==> src/rtl/elastic_pipeline.sv <==
// Elastic register pipeline with per-stage valid bits and valid/ready on both ends.
// Empty stages accept from upstream so bubbles collapse while the output stalls.
module elastic_pipeline #(
   parameter int STAGES     = 4,
   parameter int DATA_WIDTH = 16
) (
   input  logic                        clk_in,
   input  logic                        rst_n_in,
   input  logic                        flush_in,
   input  logic                        in_valid,
   output logic                        in_ready,
   input  logic [DATA_WIDTH-1:0]       in_data,
   output logic                        out_valid,
   input  logic                        out_ready,
   output logic [DATA_WIDTH-1:0]       out_data,
   output logic [$clog2(STAGES+1)-1:0] occupancy
);
   localparam int OCC_W = $clog2(STAGES+1);

   logic [STAGES-1:0]     valid_reg;
   logic [DATA_WIDTH-1:0] data_reg [STAGES];
   logic [STAGES-1:0]     ready;
   logic [OCC_W-1:0]      occ_reg;
   logic [OCC_W-1:0]      occ_next;
   logic                  in_xfer;
   logic                  out_xfer;

   // A stage may advance when the consumer takes a beat or any stage from it to
   // the output end is empty; this is the unrolled !valid[i] || ready[i+1] chain.
   genvar gi;
   generate
      for (gi = 0; gi < STAGES; gi++) begin : g_ready
         assign ready[gi] = out_ready || !(&valid_reg[STAGES-1:gi]);
      end
   endgenerate

   assign in_ready  = ready[0] && !flush_in;
   assign out_valid = valid_reg[STAGES-1];
   assign out_data  = data_reg[STAGES-1];
   assign occupancy = occ_reg;
   assign in_xfer   = in_valid && in_ready;
   assign out_xfer  = out_valid && out_ready;

   always_comb begin
      occ_next = occ_reg;
      if (in_xfer && !out_xfer)
         occ_next = occ_reg + 1'b1;
      else if (!in_xfer && out_xfer)
         occ_next = occ_reg - 1'b1;
   end

   always_ff @(posedge clk_in or negedge rst_n_in) begin
      if (!rst_n_in) begin
         valid_reg <= '0;
         occ_reg   <= '0;
         for (int i = 0; i < STAGES; i++)
            data_reg[i] <= '0;
      end else if (flush_in) begin
         // payload is left in place; only the valid bits matter after a flush
         valid_reg <= '0;
         occ_reg   <= '0;
      end else begin
         if (ready[0]) begin
            valid_reg[0] <= in_xfer;
            if (in_xfer)
               data_reg[0] <= in_data;
         end
         for (int i = 1; i < STAGES; i++) begin
            if (ready[i]) begin
               valid_reg[i] <= valid_reg[i-1];
               data_reg[i]  <= data_reg[i-1];
            end
         end
         occ_reg <= occ_next;
      end
   end

endmodule

==> config.mk <==
export PLATFORM = sky130hd
export DESIGN_NAME = elastic_pipeline
export DESIGN_NICKNAME = d
export VERILOG_FILES = /design/src/rtl/elastic_pipeline.sv
export SDC_FILE = /design/constraint.sdc
export NUM_CORES = 1
export LEC_CHECK = 0
export BUFFER_PORTS_ARGS = -buffer_cell sky130_fd_sc_hd__buf_2
export CORE_ASPECT_RATIO = 2
export CORE_MARGIN = 2
export CORE_UTILIZATION = 59
export CTS_CLUSTER_SIZE = 25
export DETAILED_ROUTE_END_ITERATION = 10
export PLACE_DENSITY = 0.83
export SYNTH_ARGS = -nofsm -noshare
export SYNTH_HDL_FRONTEND = slang
export SYNTH_SLANG_ARGS = --single-unit
==> constraint.sdc <==
create_clock -name clk_in -period 3.3 [get_ports clk_in]
set_clock_uncertainty 0.05 [all_clocks]
set_input_delay 0.165 -clock clk_in [delete_from_list [all_inputs] [get_ports clk_in]]
set_output_delay 0.165 -clock clk_in [all_outputs]
set_load 0.05 [all_outputs]
== Word level (Yosys, flattened, before mapping) ==
Index checks and enable logic that the tools add are counted.

* Multiplexer cells: 8
* $add $sub $neg: 2
* Bitwise operators: 1
* Reduce and logical (&&, ||, !) cells: 28

{| class="wikitable"
|+ Operator list
! kind !! count
|-
| 3-bit 2-to-1 mux || 3
|-
| 2-bit AND reduction || 4
|-
| 2-bit nonzero test || 4
|-
| 1-bit zero test || 7
|-
| 3-bit AND reduction || 2
|-
| 1-bit logical AND || 5
|-
| 1-bit logical OR || 4
|-
| 1-bit 2-to-1 mux || 4
|-
| 4-bit 2-to-1 mux || 1
|-
| 4-bit AND reduction || 1
|-
| 3-bit by 1-bit adder with 3-bit output, second input constant || 1
|-
| 3-bit nonzero test || 1
|-
| 3-bit by 1-bit subtractor with 3-bit output, second input constant || 1
|-
| 1-bit inverter || 1
|}

* Register bits: 71
* Logic and storage cells: 48
* Input port bits: 21

== Logic depth before layout (Yosys ltp) ==
Gate-level depths: netlist of run 1.

* Word-level depth: 10
* Gate-level depth with buffers: 8

== Worst setup path after synthesis of run 1 ==
Ideal clock, no wire load.

* Path kind: register to register
* Start point: reg valid_reg[3]
* End point: reg occ_reg[1] (netlist: occupancy[1])
* Data arrival time: 2652 ps
* Setup slack: 533 ps
* Cell stages (with the launch flop): 8
* Required time: 3186 ps
* Period minus slack after synthesis: 2767 ps
* Buffers on the path: 1
* Cells stage by stage: dfrtp_1 -> and3b_1 -> buf_6 -> a21oi_1 -> and2_1 -> fa_1 -> nor2_1 -> mux2_2

* Cells in the longest elaborated chain, start to end: 8

{| class="wikitable"
|+ Ends and longest elaborated chain
! item !! RTL line !! RTL
|-
| start, declared || 20 || <nowiki>logic [STAGES-1:0] valid_reg;</nowiki>
|-
| start signal, assigned by index || 70 || <nowiki>valid_reg[i] <= valid_reg[i-1];</nowiki>
|-
| 4-bit AND reduction (*) || 33 || <nowiki>assign ready[gi] = out_ready || !(&valid_reg[STAGES-1:gi]);</nowiki>
|-
| 1-bit zero test (*) || 33 ||
|-
| 1-bit logical OR (*) || 33 ||
|-
| 1-bit logical AND (*) || 37 || <nowiki>assign in_ready = ready[0] && !flush_in;</nowiki>
|-
| named net in_ready || 11 || <nowiki>output logic in_ready,</nowiki>
|-
| 1-bit logical AND (*) || 41 || <nowiki>assign in_xfer = in_valid && in_ready;</nowiki>
|-
| 1-bit logical AND or 1-bit zero test (tied branches) || 46, 48 ||
|-
| 3-bit 2-to-1 mux or 1-bit logical AND (tied branches) || 46, 48 ||
|-
| 3-bit 2-to-1 mux or 3-bit nonzero test (tied branches) || -- ||
|-
| end signal, assigned || 74 || <nowiki>occ_reg <= occ_next;</nowiki>
|-
| end, declared || 23 || <nowiki>logic [OCC_W-1:0] occ_reg;</nowiki>
|}

The timed path passes the listed nets; every way through them passes the cells marked *.
A chain may end at the register's enable or synchronous reset.

== Worst setup path in the final report of run 1 ==
* Start point: reg valid_reg[3]
* End point: reg occ_reg[2] (netlist: occupancy[2])

* Cells in the longest elaborated chain, start to end: 8

{| class="wikitable"
|+ Ends and longest elaborated chain
! item !! RTL line
|-
| 4-bit AND reduction || 33
|-
| 1-bit zero test || 33
|-
| 1-bit logical OR || 33
|-
| 1-bit logical AND || 37
|-
| 1-bit logical AND || 41
|-
| 1-bit logical AND or 1-bit zero test (tied branches) || 46, 48
|-
| 3-bit 2-to-1 mux or 1-bit logical AND (tied branches) || 46, 48
|-
| 3-bit 2-to-1 mux or 3-bit nonzero test (tied branches) || --
|}

Several ways; a longest one is shown, not always the timed one.

==> results of run 1 <==
[cell usage after synthesis, drive strengths merged (2+ instances only)]
library cell   n  area (µm²)
and3b          3        27.5
mux2          66         781
and2           2        13.8
inv            3        11.3
buf           23         186
nor2          12        50.1
nor3b          2        15.0
dfrtp         71        1780
a21oi          5        28.8
[area by class of cell]
cell class	count	area (µm²)
Clock buffer	14	183
Clock inverter	2	60.1
Fill cell	345	1410
Inverter	3	11.3
Multi-Input combinational cell	102	1020
Sequential cell	71	1780
Tap cell	57	71.3
Timing Repair Buffer	54	333
[final timing paths]
check	end
min reg2reg	data_reg[35]
min in group asynchronous	data_reg[16]
min	data_reg[51]
max	occupancy[2]
max in group asynchronous	data_reg[22]
max reg2reg	occupancy[2]
[per-layer routing]
layer  wire length (µm)  vias up  share of wire [%]  global-route usage (%)
met5                  0        -                  0                       0
met4                110        0                2.5                    10.2
met3                161        8                3.6                    5.14
met2               2340       31                 52                    30.0
met1               1850      831                 41                    21.1
li1                   -      756                  -                       -
[critical path: cells and delay by family (launching register included)]
family | cells | cell delay [ns]
compound gates | 2 | 0.28
simple gates | 4 | 0.99
fa+ha+maj | 1 | 0.41
flops | 1 | 0.41
[kinds of logic (layout without fill, tap and decap cells)]
kind of cell | count (synthesis) | after routing | share of synthesized area [%]
AOI/OAI and AO/OA | 9 | 9 | 2.09
adders and majority gates | 1 | 1 | 0.668
buffers and inverters | 27 | 73 | 6.72
DFF | 71 | 71 | 59.3
muxes | 67 | 67 | 26.4
and+or+nand+nor | 25 | 25 | 4.84
[where the power goes]
part | switching, mW | total [mW] | internal [mW]
clock | 0.290 | 0.798 | 0.509
combinational | 0.351 | 0.576 | 0.225
sequential | 0.0895 | 1.14 | 1.05
total | 0.730 | 2.51 | 1.78
[through the flow]
stage,hold slack [ns],area (µm²),utilization (%)
after CTS,0.000228,3450,71.0
after global routing,0.0104,3450,71.0
after global placement,0.214,3090,63.5
after detailed placement,0.217,3090,63.5
final,0.0221,3450,71.0
after floorplan,-0.181,3000,-
[repair_timing]
action / 4_1_cts / 5_1_grt
hold buffers: 12 / 0
gates resized for setup: 0 / 0
hold endpoints to repair: 45 / 0
==> run metrics, run 1 <==
final setup margin 1.09 ns; first-pass GRT wire length 7.40 mm; vias per cell 5.37; Synth Area per Inst 15.0 µm²; most common library cell in the layout ignoring fill and taps dfrtp_1; arrival time worst endpoint 2.43 ns; Crit path largest cell delay 0.41 ns; GRT Total Usage 18.6%; worst reg2reg path depth 7; hold-critical path depth 2; hold path start in_data[3]; initial core utilization 61.6%; # diodes 0; max FFs per register 48; Setup Buffers After CTS 0; Mapped Nets 222; DR pass1 iterations 3; Slew @ Worst Pin 0.945 ns; Post-Place Cells 275; crit start category flop; register bit total from synthesis 71; Leak 1.61 nW; num rows 36; CP Max Fanout 9; Final setup viols 0; Post-synth top flop dfrtp_1; CP startpoint valid_reg[3]; Worst-path clk slew 0.07 ns; hold crit path type input port to flop; synthesis-to-finish area growth 15.2%; flop2flop setup slack 1.09 ns; Netlist Area Pre-Place 3000 µm²; CP Class flop to flop; CTS tree done; clock tree buffer depth 2; Required @ worst endpoint 3.52 ns; period utilization 67.0%; Max Freq 452 MHz; Place WS 1.11 ns; I/O pins 42; Die Area 5700 µm²; Antenna Nets Post-Route 0; slowest CP cell dfrtp_1; VDD IR max 0.669 mV; layout cells sized above 1 52.8%; leading cell types in the layout, fill and taps excluded 71 x dfrtp_1, 56 x mux2_2, 41 x buf_2; DR iter-0 viols 14; initial antenna violation count 0; Die X 54.4 µm; largest net degree at the start of global routing 38; HPWL after DPL 2.99 mm; drt total wl 4.46 mm; CORE AREA 4860 µm²; die height 105 µm; number of global-route vias before repair 1664; Root Driver clkbuf_8; CP endpoint kind flop; Post-Syn Instances 200; Final #Nets 263; CP Cell Sequence and3b_1, a21oi_1, and2_1, fa_1, or3_1, a211oi_1, nand4b_1; total number of vias 1626; Post-synth EDFFs 0; GP Congestion 0.725; ys async rst share 100%; number of CTS-inserted buffers 9; total power 2.51 mW; unrepaired setup endpoints after global routing false; Final Critical Period 2.21 ns; pwr dens 728 nW/µm²; Skew-Pair Late Insertion Delay 0.33 ns; number of I/O port buffers 41; DRC viols 0; max-slew violation count 0; status complete, no violations; Slew headroom 37.0%; final setup TNS 0 ns; Clock Sinks 71; gr ovfl total 0; MaxCap Viol Count 0; Yosys Warn Count 0; H-Tree Depth 3; Finished Layout Cells 303; worst flop-to-flop path startpoint valid_reg[3]; Final Hold Vio Count 0; DR WL/cell 14.7 µm; post-synthesis sequential area ratio 59.3%; Distinct cells, synth 31
Power figures use the tool's default switching activity.
==> run 2: changes to the inputs <==
ABC_AREA = 1   (was not set)
CORE_UTILIZATION = 51   (was 59)
PLACE_DENSITY = 0.76   (was 0.83)
clock period = 2 ns   (was 3.3 ns; I/O delays follow)
==> run metrics, run 2 <==
CP endpoint kind flop; Max Freq 533 MHz; GP Congestion 0.699; Post-Syn Instances 275; CP Max Fanout 5; crit start category flop; clock tree buffer depth 2; initial core utilization 52.0%; Leak 1.76 nW; die height 111 µm; arrival time worst endpoint 2.04 ns; number of global-route vias before repair 1922; Layout Utilization 62.6%; ys async rst share 100%; Final setup viols 0; Final #Nets 343; Die Area 6430 µm²; status finished, violations left; gr ovfl total 0; num rows 39; Yosys Warn Count 0; Die X 57.7 µm; Clock Sinks 71; MaxCap Viol Count 0; VDD IR max 0.955 mV; initial antenna violation count 0; number of I/O port buffers 41; CORE AREA 5660 µm²; CTS tree done; Final Hold Vio Count 1; failing checks hold timing; most common library cell in the layout ignoring fill and taps dfrtp_1; DR WL/cell 12.8 µm; total number of vias 1927; largest net degree at the start of global routing 72; Placed Instance Area 3040 µm²; Required @ worst endpoint 2.16 ns; max-slew violation count 0; Final Instance Area 3550 µm²; drt total wl 4.94 mm; Mapped Nets 297; period utilization 93.9%; first-pass GRT wire length 8.68 mm; hold crit path type input port to flop; max FFs per register 48; cell taking the most area after synthesis dfrtp_1; Slew headroom 68.8%; # diodes 0; synthesis-to-finish area growth 20.5%; H-Tree Depth 3; Post-synth top flop dfrtp_1; DR iter-0 viols 48; post-synthesis sequential area ratio 60.4%; total power 4.08 mW; Synth top cells by count 71 x dfrtp_1, 39 x nand2_1, 30 x inv_1, 25 x nor2_1, 24 x a21oi_1; DR pass1 iterations 4; GRT Total Usage 17.7%; number of CTS-inserted buffers 9; Antenna Nets Post-Route 0; vias per cell 4.98; I/O pins 42; CP Class flop to flop; Area contributors post-synth dfrtp_1 60%, nand2_1 5.0%, buf_4 4.8%; Slew @ Worst Pin 0.467 ns; Synth top area share 60.4%; pwr dens 1150 nW/µm²; most common cell in the netlist dfrtp_1; Skew-Pair Late Insertion Delay 0.32 ns; layout cells sized above 1 26.1%; DRC viols 0; leading cell types in the layout, fill and taps excluded 70 x dfrtp_1, 41 x buf_2, 38 x nand2_1; HPWL after DPL 3.10 mm; Distinct cells, synth 25; Root Driver clkbuf_16; final hold slack -0.00632 ns; flop2flop setup slack 0.12 ns; Synth Area per Inst 10.7 µm²; Netlist Area Pre-Place 2940 µm²; Worst-path clk slew 0.05 ns; Final Critical Period 1.88 ns; Post-synth EDFFs 0; fill count 433; register bit total from synthesis 71
run 2: cell types whose count changed after synthesis, sizes merged, moves of 2 or more:
| cell | before | now |
|---|---|---|
| mux2 | 66 | 20 |
| nor3b | 2 | 0 |
| buf | 23 | 26 |
| inv | 3 | 32 |
| a21oi | 5 | 25 |
| nand2 | 1 | 43 |
| and3b | 3 | 0 |
| and2 | 2 | 0 |
| nor2 | 12 | 26 |
| o21ai | 0 | 25 |
run 2: kinds of logic after synthesis:
family                   count (synthesis)  synth area share (%)
AND/OR/NAND/NOR                         72                  10.4
flip-flops                              71                  60.4
buffers and inverters                   59                  11.5
AO/OA/AOI/OAI                           51                  9.14
multiplexers                            20                  7.65
XOR/XNOR                                 1                 0.298
adder cells (fa/ha/maj)                  1                 0.680
run 2: timing repair:
item | 4_1_cts | 5_1_grt
resized for setup | 0 | 2
endpoints found under the setup margin | 0 | 1
buffers inserted | 0 | 3
hold endpoints to repair | 86 | 0
hold buffers | 16 | 0
run 2: final cells by class:
class / instances / area [µm²] / area share [%]
inverters: 32 / 125 / 3.53
clock inverters: 3 / 40.0 / 1.13
repair buffers: 62 / 415 / 11.7
multi-input cells: 145 / 841 / 23.7
clock buffers: 13 / 270 / 7.62
flip-flops and latches: 71 / 1780 / 50.1
well taps: 61 / 76.3 / 2.15
run 2: path summary, 6_finish.rpt:
| kind | startpoint | to | cells after the start |
|---|---|---|---|
| max in group asynchronous | rst_n_in | data_reg[45] | 3 |
| min reg2reg | out_data[4] | out_data[4] | 2 |
| min | in_data[13] | data_reg[61] | 3 |
| max | valid_reg[2] | occupancy[2] | 12 |
| min in group asynchronous | rst_n_in | out_data[6] | 3 |
| max reg2reg | valid_reg[2] | occupancy[2] | 12 |
run 2: per-stage QoR:
step | setup TNS, ns | setup WS, ns | instances
floorplan | 0 | 0.000234 | 275
global placement | 0 | 0.159 | 352
detailed placement | 0 | 0.0383 | 352
CTS | 0 | 0.0384 | 384
global route | -0.0152 | -0.0152 | 387
finish | 0 | 0.123 | 387
run 2: per-layer routing:
layer	global-route usage (%)	up-vias	part of all wire (%)
met1	21.5	923	40
met5	0	-	0
li1	-	949	-
met2	28.8	43	53
met3	4.30	12	4.2
met4	8.84	0	2.5
run 2: power by group:
| part | switching (mW) | internal [mW] |
|---|---|---|
| registers | 0.0942 | 1.65 |
| clock network | 0.535 | 1.06 |
| logic | 0.502 | 0.231 |
| total | 1.13 | 2.94 |
run 2: worst max-delay path: stages (launching register included):
cell	delay [ns]
dfrtp_1	0.36
nand2_2	0.07
nor2_4	0.13
nand2_1	0.10
nand4_2	0.11
inv_1	0.07
fa_2	0.36
xnor2_2	0.20
inv_1	0.07
nand2_1	0.07
nand2_1	0.06
nand2_1	0.08
nand2_1	0.05
==> run 3: changes to the inputs <==
CORE_UTILIZATION = 33   (was 51)
CTS_CLUSTER_DIAMETER = 200   (was not set)
PLACE_DENSITY = 0.54   (was 0.76)
SLEW_MARGIN = 20   (was not set)
==> run metrics, run 3 (synthesis results as in run 2) <==
Die Area 9740 µm²; Antenna Nets Post-Route 0; die height 138 µm; hold crit path type input port to flop; GR met3 Demand/Resource 2.78%; initial antenna violation count 0; CP Class flop to flop; register area 1780 µm²; status complete, no violations; Slew @ Worst Pin 0.879 ns; Die X 70.8 µm; H-Tree Depth 3; DR pass1 iterations 4; Root Driver clkbuf_16; Max Freq 550 MHz; DR iter-0 viols 74; # diodes 0; gr ovfl total 0; Final setup viols 0; pwr dens 1150 nW/µm²; layout cells sized above 1 25.8%; number of global-route vias before repair 1825; max-slew violation count 0; Slew headroom 41.4%; Post-Place Cells 390; Final Instance Area 3590 µm²; GRT Total Usage 10.5%; Top Usage Layer GRT met2; first-pass GRT wire length 8.07 mm; HPWL after DPL 3.25 mm; leading cell types in the layout, fill and taps excluded 70 x dfrtp_1, 40 x buf_2, 38 x nand2_1; arrival time worst endpoint 1.99 ns; CP startpoint valid_reg[3]; area of the multi-input gates 838 µm²; most common library cell in the layout ignoring fill and taps dfrtp_1; largest net degree at the start of global routing 72; synthesis-to-finish area growth 21.9%; initial core utilization 34.0%; Placed Instance Area 3070 µm²; DR WL/cell 11.0 µm; fill count 887; number of CTS-inserted buffers 9; Leak 1.75 nW; hold path start in_data[9]; CORE AREA 8650 µm²; period utilization 91.0%; Skew-Pair Late Insertion Delay 0.32 ns; Final Critical Period 1.82 ns; vias per cell 4.43; Final Hold Vio Count 0; VDD IR max 0.587 mV; final setup TNS 0 ns; Finished Layout Cells 425; CP endpoint kind flop; crit start category flop; Required @ worst endpoint 2.17 ns; Worst-path clk slew 0.06 ns; num rows 48; number of I/O port buffers 41; MaxCap Viol Count 0; worst flop-to-flop path startpoint valid_reg[3]; met1 usage 12.0%; clock tree buffer depth 2; max FFs per register 48; Layout Utilization 41.5%; drt total wl 4.67 mm; GRT met2 Usage 17.2%; CP Max Fanout 5; I/O pins 42; DRC viols 0; Clock Sinks 71; total power 4.14 mW; total number of vias 1883; CTS tree done; Final #Nets 342; GP Congestion 0.746; unrepaired setup endpoints after global routing false
[run 3: power breakdown]
part / switching, mW / internal (mW)
Combinational: 0.488 / 0.225
Sequential: 0.0888 / 1.65
Clock: 0.596 / 1.09
Total: 1.17 / 2.97
[run 3: worst max-delay path: stages (launching register included)]
cell     delay [ns]
dfrtp_2        0.40
nand2_2        0.07
nor2_4         0.11
nand2_1        0.10
nand4_2        0.10
inv_1          0.06
fa_1           0.40
xnor2_2        0.16
inv_1          0.06
nand2_1        0.06
nand2_1        0.05
nand2_1        0.06
nand2_1        0.04
[run 3: worst paths after layout]
kind	slack [ns]	endpoint	cells past startpoint
min reg2reg	0.43	data_reg[46]	2
max	0.18	occupancy[2]	12
min	0.02	data_reg[57]	3
min in group asynchronous	0.36	valid_reg[2]	2
max in group asynchronous	0.93	out_data[3]	2
max reg2reg	0.18	occupancy[2]	12
[run 3: final cells by class]
cell class                      instances  area share (%)
Sequential cell                        71            49.6
Clock buffer                            9            6.28
Timing Repair Buffer                   61            11.1
Multi-Input combinational cell        145            23.4
Inverter                               32            3.49
Tap cell                              100            3.49
Clock inverter                          7            2.72
[run 3: repair_timing]
item,in CTS,in global routing
hold buffers,16,0
endpoints found under the setup margin,0,1
setup buffers,0,3
endpoints found under the hold margin,86,0
resized for setup,0,1
[run 3: metal layers]
layer | part of all wire [%] | up-vias | routed length [µm]
li1 | - | 950 | -
met1 | 41 | 885 | 1940
met2 | 51 | 38 | 2370
met3 | 4.6 | 10 | 215
met4 | 3.3 | 0 | 152
met5 | 0 | - | 0
[run 3: through the flow]
stage	hold slack [ns]	setup WS (ns)
4_1_cts	0.00282	0.0764
2_1_floorplan	-0.246	0.000234
5_1_grt	0.0554	0.0156
6_report	0.0155	0.181
3_3_place_gp	0.225	0.151
3_5_place_dp	0.234	0.0868
